===== config.mk =====
export PLATFORM = sky130hd
export DESIGN_NAME = secuenciador_control_flat
export DESIGN_NICKNAME = d
export VERILOG_FILES = /design/src/rtl/secuenciador_control_if.sv /design/src/rtl/secuenciador_control.sv /design/src/flat_wrapper.sv
export SDC_FILE = /design/constraint.sdc
export NUM_CORES = 1
export LEC_CHECK = 0
export ABC_CLOCK_PERIOD_IN_PS = 2000
export CORE_UTILIZATION = 40
export DETAILED_ROUTE_END_ITERATION = 8
export GPL_TIMING_DRIVEN = 0
export PLACE_DENSITY_LB_ADDON = 0.05
export SLEW_MARGIN = 20
export SYNTH_ARGS = -nofsm -noshare
export SYNTH_HDL_FRONTEND = slang
export SYNTH_SLANG_ARGS = --single-unit

===== constraint.sdc =====
create_clock -name clk -period 2 [get_ports clk]
set_input_delay 0.5 -clock clk [delete_from_list [all_inputs] [get_ports clk]]
set_output_delay 0.5 -clock clk [all_outputs]
set_load 0.005 [all_outputs]

===== src/rtl/secuenciador_control_if.sv =====
// Handshake/bus bundle between the control sequencer and its environment
// (program ROM, 4-bit bus-driver/ALU/accumulator datapath, I/O handshakes).
//   master : sequencer side (drives ROM address and datapath controls)
//   slave  : environment side (ROM data, datapath flags, I/O handshakes)
// Signals:
//   pc_addr[PC_W]  ROM address          instr[8]      ROM data (1-cycle latency)
//   bus_data[4]    input bus value      bus_en        input bus driver enable
//   alu_op[3]      ALU operation        acc_en        accumulator enable
//   acc_store      accumulator strobe   out_en        output bus driver enable
//   z_flag/c_flag  datapath flags       in_data[4]    external input word
//   in_valid/in_ready, out_valid/out_ready  input/output handshakes
//   halted         sticky HALT status   illegal       sticky undefined-opcode status
interface secuenciador_control_if #(
  parameter int unsigned PC_W = 4
) ();
  logic [PC_W-1:0] pc_addr;
  logic [7:0]      instr;
  logic [3:0]      bus_data;
  logic            bus_en;
  logic [2:0]      alu_op;
  logic            acc_en;
  logic            acc_store;
  logic            out_en;
  logic            z_flag;
  logic            c_flag;
  logic [3:0]      in_data;
  logic            in_valid;
  logic            in_ready;
  logic            out_valid;
  logic            out_ready;
  logic            halted;
  logic            illegal;

  modport master (
    output pc_addr, bus_data, bus_en, alu_op, acc_en, acc_store, out_en,
           in_ready, out_valid, halted, illegal,
    input  instr, z_flag, c_flag, in_data, in_valid, out_ready
  );

  modport slave (
    input  pc_addr, bus_data, bus_en, alu_op, acc_en, acc_store, out_en,
           in_ready, out_valid, halted, illegal,
    output instr, z_flag, c_flag, in_data, in_valid, out_ready
  );
endinterface


===== src/rtl/secuenciador_control.sv =====
// Control sequencer for the 4-bit bus-driver/ALU/accumulator datapath.
// Fetches 8-bit instructions ([7:4] opcode, [3:0] operand k) from a synchronous
// ROM and sequences FETCH -> DECODE -> EXEC (+ WAIT_IN / WAIT_OUT / HALT).
// Ports:
//   clk    rising-edge clock
//   reset  asynchronous, active-low reset
//   step   (only with SECUENCIADOR_STEP_EN) FETCH advances only when step=1
//   bus    secuenciador_control_if.master: ROM, datapath controls, handshakes
// Optional feature macro: SECUENCIADOR_STEP_EN (single-step control input).
module secuenciador_control #(
  parameter int unsigned PC_W     = 4,
  parameter int unsigned RESET_PC = 0
) (
  input  logic                         clk,
  input  logic                         reset,
`ifdef SECUENCIADOR_STEP_EN
  input  logic                         step,
`endif
  secuenciador_control_if.master       bus
);

  typedef enum logic [2:0] {
    ST_FETCH, ST_DECODE, ST_EXEC, ST_WAIT_IN, ST_WAIT_OUT, ST_HALT
  } state_t;

  typedef enum logic [3:0] {
    OP_NOP  = 4'h0, OP_LIT = 4'h1, OP_ADD = 4'h2, OP_SUB = 4'h3,
    OP_NAND = 4'h4, OP_OUT = 4'h5, OP_JMP = 4'h6, OP_JZ  = 4'h7,
    OP_JC   = 4'h8, OP_IN  = 4'h9, OP_HALT = 4'hF
  } opcode_t;

  typedef enum logic [2:0] {
    ALU_PASS_ACC = 3'b000, ALU_SUB = 3'b001, ALU_PASS_BUS = 3'b010,
    ALU_ADD      = 3'b011, ALU_NAND = 3'b100
  } alu_t;

  state_t          state;
  logic [PC_W-1:0] pc;
  logic [7:0]      ir;
  logic            z_reg, c_reg;
  logic            halted_r, illegal_r;
  logic            fetch_go;
  logic [3:0]      opc;
  logic [PC_W-1:0] k_ext;

  assign opc   = ir[7:4];
  assign k_ext = PC_W'(ir[3:0]);

`ifdef SECUENCIADOR_STEP_EN
  assign fetch_go = step;
`else
  assign fetch_go = 1'b1;
`endif

  always_ff @(posedge clk or negedge reset) begin
    if (!reset) begin
      state     <= ST_FETCH;
      pc        <= PC_W'(RESET_PC);
      ir        <= '0;
      z_reg     <= 1'b0;
      c_reg     <= 1'b0;
      halted_r  <= 1'b0;
      illegal_r <= 1'b0;
    end else begin
      case (state)
        ST_FETCH:  if (fetch_go) state <= ST_DECODE;
        ST_DECODE: begin
          ir    <= bus.instr;
          pc    <= pc + PC_W'(1);
          state <= ST_EXEC;
        end
        ST_EXEC: begin
          state <= ST_FETCH;
          case (opc)
            OP_LIT, OP_ADD, OP_SUB, OP_NAND: begin
              z_reg <= bus.z_flag;
              c_reg <= bus.c_flag;
            end
            OP_JMP:  pc <= k_ext;
            OP_JZ:   if (z_reg) pc <= k_ext;
            OP_JC:   if (c_reg) pc <= k_ext;
            OP_IN:   state <= ST_WAIT_IN;
            OP_OUT:  state <= ST_WAIT_OUT;
            OP_HALT: begin
              state    <= ST_HALT;
              halted_r <= 1'b1;
            end
            OP_NOP:  ;
            default: illegal_r <= 1'b1;
          endcase
        end
        ST_WAIT_IN: if (bus.in_valid) begin
          z_reg <= bus.z_flag;
          c_reg <= bus.c_flag;
          state <= ST_FETCH;
        end
        ST_WAIT_OUT: if (bus.out_ready) state <= ST_FETCH;
        ST_HALT:     state <= ST_HALT;
        default:     state <= ST_FETCH;
      endcase
    end
  end

  // Controls decode from state/ir/pc; WAIT_IN bus/accumulator controls
  // follow in_valid combinationally so the word is captured in the same cycle.
  always_comb begin
    bus.pc_addr   = pc;
    bus.bus_data  = '0;
    bus.bus_en    = 1'b0;
    bus.alu_op    = ALU_PASS_ACC;
    bus.acc_en    = 1'b0;
    bus.acc_store = 1'b0;
    bus.out_en    = 1'b0;
    bus.in_ready  = 1'b0;
    bus.out_valid = 1'b0;
    bus.halted    = halted_r;
    bus.illegal   = illegal_r;
    case (state)
      ST_EXEC: begin
        if (opc == OP_LIT || opc == OP_ADD || opc == OP_SUB || opc == OP_NAND) begin
          bus.bus_en    = 1'b1;
          bus.bus_data  = ir[3:0];
          bus.acc_en    = 1'b1;
          bus.acc_store = 1'b1;
          case (opc)
            OP_LIT:  bus.alu_op = ALU_PASS_BUS;
            OP_ADD:  bus.alu_op = ALU_ADD;
            OP_SUB:  bus.alu_op = ALU_SUB;
            default: bus.alu_op = ALU_NAND;
          endcase
        end
      end
      ST_WAIT_IN: begin
        bus.in_ready = 1'b1;
        if (bus.in_valid) begin
          bus.bus_en    = 1'b1;
          bus.bus_data  = bus.in_data;
          bus.alu_op    = ALU_PASS_BUS;
          bus.acc_en    = 1'b1;
          bus.acc_store = 1'b1;
        end
      end
      ST_WAIT_OUT: begin
        bus.out_en    = 1'b1;
        bus.alu_op    = ALU_PASS_ACC;
        bus.out_valid = 1'b1;
      end
      default: ;
    endcase
  end

endmodule

===== src/flat_wrapper.sv =====
// flat-port wrapper written by rule: the top's interface ports become plain ports
module secuenciador_control_flat 
#(
  parameter int unsigned PC_W     = 4,
  parameter int unsigned RESET_PC = 0
)
  (clk, reset, bus_pc_addr, bus_bus_data, bus_bus_en, bus_alu_op, bus_acc_en, bus_acc_store, bus_out_en, bus_in_ready, bus_out_valid, bus_halted, bus_illegal, bus_instr, bus_z_flag, bus_c_flag, bus_in_data, bus_in_valid, bus_out_ready);
  secuenciador_control_if #(.PC_W(PC_W)) bus_i ();
  input  logic clk;
  input  logic reset;
  output wire logic [$bits(bus_i.pc_addr)-1:0] bus_pc_addr;
  output wire logic [$bits(bus_i.bus_data)-1:0] bus_bus_data;
  output wire logic [$bits(bus_i.bus_en)-1:0] bus_bus_en;
  output wire logic [$bits(bus_i.alu_op)-1:0] bus_alu_op;
  output wire logic [$bits(bus_i.acc_en)-1:0] bus_acc_en;
  output wire logic [$bits(bus_i.acc_store)-1:0] bus_acc_store;
  output wire logic [$bits(bus_i.out_en)-1:0] bus_out_en;
  output wire logic [$bits(bus_i.in_ready)-1:0] bus_in_ready;
  output wire logic [$bits(bus_i.out_valid)-1:0] bus_out_valid;
  output wire logic [$bits(bus_i.halted)-1:0] bus_halted;
  output wire logic [$bits(bus_i.illegal)-1:0] bus_illegal;
  input wire logic [$bits(bus_i.instr)-1:0] bus_instr;
  input wire logic [$bits(bus_i.z_flag)-1:0] bus_z_flag;
  input wire logic [$bits(bus_i.c_flag)-1:0] bus_c_flag;
  input wire logic [$bits(bus_i.in_data)-1:0] bus_in_data;
  input wire logic [$bits(bus_i.in_valid)-1:0] bus_in_valid;
  input wire logic [$bits(bus_i.out_ready)-1:0] bus_out_ready;
  assign bus_pc_addr = bus_i.pc_addr;
  assign bus_bus_data = bus_i.bus_data;
  assign bus_bus_en = bus_i.bus_en;
  assign bus_alu_op = bus_i.alu_op;
  assign bus_acc_en = bus_i.acc_en;
  assign bus_acc_store = bus_i.acc_store;
  assign bus_out_en = bus_i.out_en;
  assign bus_in_ready = bus_i.in_ready;
  assign bus_out_valid = bus_i.out_valid;
  assign bus_halted = bus_i.halted;
  assign bus_illegal = bus_i.illegal;
  assign bus_i.instr = bus_instr;
  assign bus_i.z_flag = bus_z_flag;
  assign bus_i.c_flag = bus_c_flag;
  assign bus_i.in_data = bus_in_data;
  assign bus_i.in_valid = bus_in_valid;
  assign bus_i.out_ready = bus_out_ready;
  secuenciador_control #(.PC_W(PC_W), .RESET_PC(RESET_PC)) u_core (.clk(clk), .reset(reset), .bus(bus_i));
endmodule

==> qor.yml, run 1 <==
run_status:
  outcome: "complete, but fails checks"
  violations: "negative setup slack"
cts:
  insertion_delay_ns: 0.29
  clk_path_buf_depth: 2
  cts_buffers: 3
  root_buffer: "clkbuf_4"
  path_clk_slew_ns: 0.12
  cts_tree: "done"
  h-tree-depth: 1
  hold_buffers: 0
  cts_sinks: 19
route:
  wl_per_cell_um: 15.8
  via_count: 1015
  ant_nets: 0
  post-route-drc-count: 0
  first_pass_iters: 4
  vias_per_cell: 5.40
  drtIter0Drc: 10
  drt-total-wl_um: 2960
floorplan:
  row_count: 18
  initial_utilization_pct: 42.9
  fp.dieW_um: 53.8
  fp.dieArea_mm2: 0.00289
  die_h_um: 53.8
  core_area_mm2: 0.00250
  io_pins: 37
yosys:
  avgSynthCellArea_um2: 10.3
  yosysWarnings: 0
  seq_area_frac_synth_pct: 44.3
  syn_inst: 104
  synth-seq-cells: 19
  synth_edf_count: 0
  ys_async_sr_fraction_pct: 100
  netlist_area_mm2: 0.00107
  synth_area_leaders: "dfrtp_1 (44%), mux2_2 (6.3%), a22o_1 (3.3%), o21ai_0 (3.3%), buf_4 (2.8%)"
  synth_top_cell_area_share_pct: 44.3
  ys.flop_type: "dfrtp_1"
  syn_nets: 123
  yosysTopAreaCell: "dfrtp_1"
  synthDistinctLibCells: 39
worst_setup_path:
  cp_cell_sequence: "or3b_4 -> nor4b_4 -> buf_4 -> buf_6 -> buf_6 -> a22o_1 -> buf_2"
  cp_num_buf_inv: 4
  critPathSlowestCell: "dfrtp_2"
  path_class: "flop to output pin"
  cpMostUsedCell: "buf_6"
  arrival_ns: 1.93
  path_depth: 7
  reg2reg_from: "u_core.state[2]$_DFFE_PN0P_"
  crit_family: "simple AND/OR/NAND/NOR gates"
  regToRegEndpoint: "u_core.bus.pc_addr[0]$_DFFE_PN0P_"
  rrSetupSlack_ns: 0.03
  cp.required_ns: 1.50
  cp_max_fo: 2
  end_kind: "output pin"
  r2r_cells: 7
  cp-startpoint: "u_core.state[2]$_DFFE_PN0P_"
  max_stage_delay_ns: 0.43
  critPathLaunchType: "flop"
cells_and_area:
  mostFrequentLayoutCell: "clkdlybuf4s50_1"
  layout.nets: 178
  final_area_mm2: 0.00168
  regMostFlops: "u_core.ir"
  fillers: 212
  seq_area_um2: 478
  largest_reg_flops: 8
  syn_to_final_growth_pct: 56.4
  drive_above_1_share_pct: 38.0
  antenna_cells: 0
  multiInputGateArea_um2: 596
  layout_common_cells: "clkdlybuf4s50_1 (23), dfrtp_1 (17), buf_4 (12)"
pwr:
  powerDensity_mw_per_mm2: 1520
  irDropWorstVdd_v: 0.000890
  power.total_uw: 2560
  leakagePower_uw: 0.000751
sta:
  fin_ws_ns: -0.433
  min_period_ns: 2.43
  fin_skew_ns: 0.00729
  hold_ws_ns: 0.501
  tightest_slew_ns: 0.899
  setup_viol: 10
  hold_viol: 0
  timing.fmax_ghz: 0.411
  finalCritPeriodShare_pct: 122
  maxSlewViolCount: 0
  rsz0062_at_grt: "yes"
  slew_headroom_pct: 39.9
placed_design:
  place_congestion: 0.773
  placed_area_mm2: 0.00147
  numPortBuffers: 36
  dp_hpwl_um: 1860
global_routing:
  first_global_vias: 1027
  grt_pass1_wl_um: 4500
  antenna_found_initial: 0
  overflow: 0
  track_usage_pct: 22.0
  grt_max_degree: 20
hold_path:
  hold_depth: 1
  whs_endpoint: "u_core.bus.halted$_DFFE_PN0P_"
  min_from: "u_core.bus.halted$_DFFE_PN0P_"
  hp-class: "flop to flop"
run:
  maxCapViolations: 0
==> worst max-delay path by stage <==
stage,endpoint,slack (ns)
4_1_cts,bus_bus_data[3],-0.47
2_1_floorplan,bus_acc_store,0.04
3_5_place_dp,bus_acc_store,-0.77
6_report,bus_bus_data[2],-0.43
5_1_grt,bus_bus_data[2],-0.52
3_3_place_gp,bus_acc_store,-0.73
==> Yosys cell counts (all sizes together), types with 2 or more instances <==
master and n:
a21o 2, a21oi 2, a22o 4, buf 6, clkbuf 4, dfrtp 19, inv 3, mux2 8
nand2 8, nand2b 2, nand3 3, nand4 2, nor2 4, nor2b 2, nor3 3, nor3b 2
nor4b 2, o21ai 7, o21bai 3, o221a 2, o31ai 2, xnor2 2
==> timing repair <==
item / 4_1_cts / 5_1_grt
buffers inserted: 13 / 4
endpoints found under the setup margin: 13 / 19
gates resized for setup: 54 / 18
pin swaps: 6 / 5
==> where the power goes <==
group / internal (uW) / leakage (uW) / switching (uW)
Clock: 77.5 / 0.0000150 / 121
Combinational: 925 / 0.000515 / 682
Sequential: 579 / 0.000221 / 172
==> routing by layer <==
metal	track usage (%)	part of all wire [%]	routed length, um	up-vias
li1	-	-	-	483
met1	26.1	41	1200	499
met2	40.9	54	1600	31
met3	3.11	4.8	143	2
met4	5.26	0.41	12	0
met5	0	0	0	-
==> cell type report <==
cell class / count / share of cell area [%]
repair buffers: 53 / 28.7
plain buffers: 7 / 2.91
well taps: 30 / 2.24
inverters: 3 / 0.671
clock buffers: 4 / 1.56
flip-flops and latches: 19 / 28.5
multi-input cells: 72 / 35.5
==> cells by family (layout without fill, tap and decap cells) <==
group                      Yosys count  count (layout)  share of synthesized area [%]
AOI/OAI and AO/OA                   26              26                           17.6
xor gates and xnor gates             3               3                           2.45
adders and majority gates            1               1                           1.17
buffers and inverters               13              67                           6.18
DFF                                 19              19                           44.3
muxes                                8               8                           8.39
and+or+nand+nor                     34              34                           19.9
==> stage by stage <==
stage                     worst slack (ns)  cells  util (%)  setup TNS (ns)
after detailed placement            -0.767    170      58.9           -5.74
after global placement              -0.731    170      58.9           -5.53
final                               -0.433    188      67.2           -3.64
after floorplan                     0.0419    104         -               0
after CTS                           -0.471    185      64.2           -3.77
after global routing                -0.522    188      67.2           -4.84
Note: power is estimated with default switching activity, not from simulation.
==> inputs of run 2 (changes only) <==
CAP_MARGIN = 25   (was not set)
CORE_ASPECT_RATIO = 1.1   (was not set)
GPL_TIMING_DRIVEN = not set   (was 0)
==> run 2 against run 1 <==
The run still ends with negative setup slack left; global-route usage fell by 2.1 points; clock power barely moved; final cell count fell by 1.1%.
==> qor.yml, run 2 (synthesis gave the netlist of run 1 again) <==
run_status:
  outcome: "complete, but fails checks"
  violations: "negative setup slack"
sta:
  finalCritPeriodShare_pct: 119  # -2.2 points
  setup_tns_ns: -3.12  # +0.519 ns
  hold_ws_ns: 0.491  # -0.00993 ns
  hold_viol: 0  # unchanged
  fin_ws_ns: -0.389  # +0.0440 ns
  timing.fmax_ghz: 0.419  # +1.8%
  min_period_ns: 2.39  # -0.0440 ns
  setup_viol: 10  # unchanged
  fin_skew_ns: 0.00101  # -0.00627 ns
  maxSlewViolCount: 0  # unchanged
  tightest_slew_ns: 0.545  # -0.354 ns
  slew_headroom_pct: 63.3  # +23 points
  rsz0062_at_grt: "yes"
placed_design:
  numPortBuffers: 36  # unchanged
  placedCellCount: 177  # +4.1%
  place_congestion: 0.792  # +2.4%
  dpl_worst_slack_ns: -0.499  # +0.268 ns
  dp_hpwl_um: 1980  # +6.5%
route:
  drt-total-wl_um: 2650  # -11%
  wl_per_cell_um: 14.2  # -9.5%
  vias_per_cell: 5.26  # -2.6%
  drtIter0Drc: 24  # +14
  ant_nets: 0  # unchanged
  via_count: 978  # -3.6%
  first_pass_iters: 4  # unchanged
  post-route-drc-count: 0  # unchanged
cts:
  cts_sinks: 19  # unchanged
  cts_buffers: 3  # unchanged
  clk_path_buf_depth: 2  # unchanged
  insertion_delay_ns: 0.29  # about the same
  root_buffer: "clkbuf_4"
  h-tree-depth: 1  # unchanged
  path_clk_slew_ns: 0.11  # about the same
  cts_tree: "done"
worst_setup_path:
  max_stage_delay_ns: 0.43  # about the same
  end_kind: "output pin"
  critPathSlowestCell: "or3b_4"
  cp_cell_sequence: "or3b_4 -> nor4b_4 -> buf_4 -> buf_6 -> buf_6 -> nor2_2 -> inv_2 -> buf_2"
  cpMostUsedCell: "buf_6"
  critPathLaunchType: "flop"
  arrival_ns: 1.89  # -0.04 ns
  path_class: "flop to output pin"
  cp.required_ns: 1.50  # about the same
  cp_max_fo: 3  # +1
cells_and_area:
  drive_above_1_share_pct: 34.8  # -3.1 points
  layout_common_cells: "clkdlybuf4s50_1 (23), dfrtp_1 (19), buf_4 (17)"
  mostFrequentLayoutCell: "clkdlybuf4s50_1"
  regMostFlops: "u_core.ir"
  antenna_cells: 0  # unchanged
  largest_reg_flops: 8  # unchanged
  layout.nets: 175  # -1.7%
  fillers: 229  # +8.0%
  instances_no_fill: 186  # -1.1%
  syn_to_final_growth_pct: 49.8
  seq_area_um2: 475  # -0.52%
  multiInputGateArea_um2: 573  # -3.8%
hold_path:
  hp-class: "flop to flop"
global_routing:
  track_usage_pct: 19.9  # -2.1 points
  overflow: 0  # unchanged
  grt_max_degree: 20  # unchanged
  first_global_vias: 957  # -6.8%
  grt_pass1_wl_um: 4230  # -6.0%
  antenna_found_initial: 0  # unchanged
pwr:
  irDropWorstVdd_v: 0.000990  # +11%
  powerDensity_mw_per_mm2: 1500  # -1.3%
  leakagePower_uw: 0.000738  # -1.7%
  power.total_uw: 2420  # -5.5%
floorplan:
  fp.dieArea_mm2: 0.00290  # about the same
  fp.dieW_um: 51.4  # -4.5%
  die_h_um: 56.3  # +4.7%
  io_pins: 37  # unchanged
  core_area_mm2: 0.00252  # +0.80%
  row_count: 19  # +1
  initial_utilization_pct: 42.6  # -0.34 points
run:
  maxCapViolations: 0  # unchanged
[run 2: changes by cell type in the layout (fill, tap and decap cells not counted), moves of 2 or more]
cell      previous run  this run
buf_2                7         9
buf_4               12        17
buf_6               10         5
clkbuf_1             2         0
clkbuf_2             4         1
dfrtp_1             17        19
dfrtp_2              2         0
nor2_4               2         0
[run 2: worst max-delay path, delay by kind of cell, from the launching register on]
kind | cells | cell delay (ns)
buffers and inverters | 5 | 0.51
flip-flops | 1 | 0.41
AND/OR/NAND/NOR | 3 | 0.67
[run 2: per-stage QoR]
| stage | cell area [um2] | utilization, % |
|---|---|---|
| finish | 1610 | 63.8 |
| global route | 1610 | 63.8 |
| CTS | 1600 | 63.4 |
| detailed placement | 1540 | 61.0 |
| global placement | 1540 | 61.0 |
| floorplan | 1070 | - |
[run 2: where the power goes]
group / internal [uW] / total, uW / switching, uW / leakage (uW)
Sequential: 576 / 732 / 156 / 0.000224
Combinational: 854 / 1490 / 636 / 0.000496
Clock: 74.4 / 196 / 121 / 0.0000177
[run 2: final cells by class]
class	instances	area share (%)
Clock inverter	1	0.311
Tap cell	31	2.41
Sequential cell	19	29.6
Inverter	3	0.700
Multi-Input combinational cell	72	35.6
Timing Repair Buffer	57	30.0
Clock buffer	3	1.40
[run 2: metal layers]
layer / up-vias / wire, um / global-route usage [%]
met3: 2 / 88 / 3.52
li1: 474 / - / -
met1: 475 / 1130 / 23.4
met4: 0 / 15 / 8.11
met2: 27 / 1420 / 34.9
met5: - / 0 / 0
[run 2: path summary, 6_finish.rpt]
path,from,end,slack [ns],depth (start not counted)
min,u_core.bus.illegal$_DFFE_PN0P_,u_core.bus.illegal$_DFFE_PN0P_,0.49,1
max,u_core.state[2]$_DFFE_PN0P_,bus_bus_en,-0.39,8
max in group asynchronous,reset,u_core.state[0]$_DFFE_PN0P_,1.27,2
min in group asynchronous,reset,u_core.state[2]$_DFFE_PN0P_,0.53,2
min reg2reg,u_core.bus.illegal$_DFFE_PN0P_,u_core.bus.illegal$_DFFE_PN0P_,0.49,1
max reg2reg,u_core.state[2]$_DFFE_PN0P_,u_core.c_reg$_DFFE_PN0P_,0.05,8
[run 2: what timing repair did]
item	4_1_cts	5_1_grt
pin swaps	6	3
setup endpoints to repair	13	13
buffers inserted	3	2
resized for setup	58	2
hold buffers	0	0
==> inputs of run 3 (changes only) <==
MAX_ROUTING_LAYER = met4   (was not set)
==> run 3 against run 2 <==
The run still ends with negative setup slack left; setup slack got worse by 0.0012 ns; via count increased by 0.82%; combinational power about the same; sequential share of layout area unchanged; hold slack improved by 0.00052 ns; fmax about the same; register-to-register slack about the same; total power about the same; die area unchanged; utilization unchanged; non-clock buffer count unchanged; count of clock-buffer cells in the layout unchanged; largest cell class unchanged; highest routed layer unchanged.
==> qor.yml, run 3 (synthesis gave the netlist of run 1 again) <==
run_status:
  outcome: "complete, but fails checks"
  violations: "negative setup slack"
worst_setup_path:
  regToRegEndpoint: "u_core.z_reg$_DFFE_PN0P_"
  r2r_cells: 8  # unchanged
  cp.required_ns: 1.50  # about the same
  end_kind: "output pin"
  critPathLaunchType: "flop"
  rrSetupSlack_ns: 0.05  # about the same
  cp_max_fo: 3  # unchanged
  reg2reg_from: "u_core.state[2]$_DFFE_PN0P_"
  cp-startpoint: "u_core.state[2]$_DFFE_PN0P_"
  cp-endpoint: "bus_bus_en"
  path_class: "flop to output pin"
  arrival_ns: 1.89  # about the same
cts:
  h-tree-depth: 1  # unchanged
  cts_sinks: 19  # unchanged
  path_clk_slew_ns: 0.11  # about the same
  root_buffer: "clkbuf_4"
  insertion_delay_ns: 0.30  # about the same
  hold_buffers: 0  # unchanged
  cts_buffers: 3  # unchanged
  cts_tree: "done"
  clk_path_buf_depth: 2  # unchanged
sta:
  maxSlewViolCount: 0  # unchanged
  rsz0062_at_grt: "yes"
  hold_ws_ns: 0.491  # +0.000518 ns
  tightest_slew_ns: 0.549  # +0.00339 ns
  timing.fmax_ghz: 0.418  # about the same
  hold_viol: 0  # unchanged
  finalCritPeriodShare_pct: 120  # about the same
  slew_headroom_pct: 63.1  # -0.23 points
  fin_skew_ns: 0.00271  # +0.00170 ns
  fin_ws_ns: -0.391  # -0.00124 ns
  min_period_ns: 2.39  # +0.00124 ns
  setup_viol: 10  # unchanged
cells_and_area:
  layout.nets: 175  # unchanged
  fillers: 229  # unchanged
  antenna_cells: 0  # unchanged
  largest_reg_flops: 8  # unchanged
  mostFrequentLayoutCell: "clkdlybuf4s50_1"
  syn_to_final_growth_pct: 49.8  # unchanged
  regMostFlops: "u_core.ir"
  multiInputGateArea_um2: 573  # unchanged
  seq_area_um2: 475  # unchanged
  layout_common_cells: "clkdlybuf4s50_1 (23), dfrtp_1 (19), buf_4 (17)"
  drive_above_1_share_pct: 34.8  # unchanged
floorplan:
  row_count: 19  # unchanged
  fp.dieW_um: 51.4  # unchanged
  fp.dieArea_mm2: 0.00290  # unchanged
  core_area_mm2: 0.00252  # unchanged
  initial_utilization_pct: 42.6  # unchanged
  io_pins: 37  # unchanged
  die_h_um: 56.3  # unchanged
placed_design:
  numPortBuffers: 36  # unchanged
  place_congestion: 0.803  # +1.4%
  dp_hpwl_um: 1980  # unchanged
pwr:
  powerDensity_mw_per_mm2: 1500  # about the same
  leakagePower_uw: 0.000738  # unchanged
  irDropWorstVdd_v: 0.000994  # +0.42%
  power.total_uw: 2420  # about the same
route:
  ant_nets: 0  # unchanged
  vias_per_cell: 5.30  # +0.82%
  wl_per_cell_um: 14.2  # -0.42%
  drt-total-wl_um: 2640  # -0.42%
  drtIter0Drc: 13  # -46%
  via_count: 986  # +0.82%
  post-route-drc-count: 0  # unchanged
  first_pass_iters: 4  # unchanged
global_routing:
  track_usage_pct: 20.5  # +0.55 points
  grt_max_degree: 20  # unchanged
  grt_pass1_wl_um: 4230  # unchanged
  overflow: 0  # unchanged
  antenna_found_initial: 0  # unchanged
  first_global_vias: 964  # +0.73%
hold_path:
  hp-class: "flop to flop"
run:
  maxCapViolations: 0  # unchanged
==> run 3: power by group <==
part | switching, uW | internal (uW) | total (uW)
clock network | 123 | 74.5 | 197
logic | 635 | 854 | 1490
registers | 156 | 576 | 733
==> run 3: critical path, cell delays in order (launching register included) <==
cell	delay, ns
dfrtp_1	0.41
or3b_4	0.43
nor4b_4	0.21
buf_4	0.16
buf_6	0.09
buf_6	0.08
nor2_2	0.03
inv_2	0.07
buf_2	0.11
==> run 3: worst min-delay path by stage <==
| stage | startpoint | end | slack (ns) | depth (start not counted) |
|---|---|---|---|---|
| floorplan | reset | u_core.bus.halted$_DFFE_PN0P_ | 0.20 | 0 |
| global placement | u_core.bus.halted$_DFFE_PN0P_ | u_core.bus.halted$_DFFE_PN0P_ | 0.47 | 1 |
| detailed placement | u_core.bus.illegal$_DFFE_PN0P_ | u_core.bus.illegal$_DFFE_PN0P_ | 0.47 | 1 |
| CTS | u_core.bus.illegal$_DFFE_PN0P_ | u_core.bus.illegal$_DFFE_PN0P_ | 0.50 | 1 |
| global route | u_core.bus.illegal$_DFFE_PN0P_ | u_core.bus.illegal$_DFFE_PN0P_ | 0.52 | 1 |
| finish | u_core.bus.illegal$_DFFE_PN0P_ | u_core.bus.illegal$_DFFE_PN0P_ | 0.49 | 1 |
==> run 3: area by class of cell <==
class,instances,share of cell area (%)
clock buffers,3,1.40
clock inverters,1,0.311
inverters,3,0.700
multi-input cells,72,35.6
flip-flops and latches,19,29.6
well taps,31,2.41
repair buffers,57,30.0
==> run 3: timing repair <==
action                     4_1_cts  5_1_grt
setup buffers                    3        2
setup endpoints to repair       13       13
resized for setup               58        2
pin swaps                        6        3
==> run 3: per-stage QoR <==
stage | TNS (ns) | setup slack, ns | cells | util (%) | area (um2)
4_1_cts | -2.98 | -0.461 | 184 | 63.4 | 1600
6_report | -3.14 | -0.391 | 186 | 63.8 | 1610
3_5_place_dp | -4.33 | -0.499 | 177 | 61.0 | 1540
2_1_floorplan | 0 | 0.0419 | 104 | - | 1070
5_1_grt | -4.01 | -0.478 | 186 | 63.8 | 1610
3_3_place_gp | -4.39 | -0.502 | 177 | 61.0 | 1540
==> run 3: metal layers <==
metal  vias up  global-route usage [%]  wire length, um
met3         2                    3.52               84
met2        25                    34.9             1410
met5         -                       -                0
met1       485                    23.4             1130
li1        474                       -                -
met4         0                    8.11               18
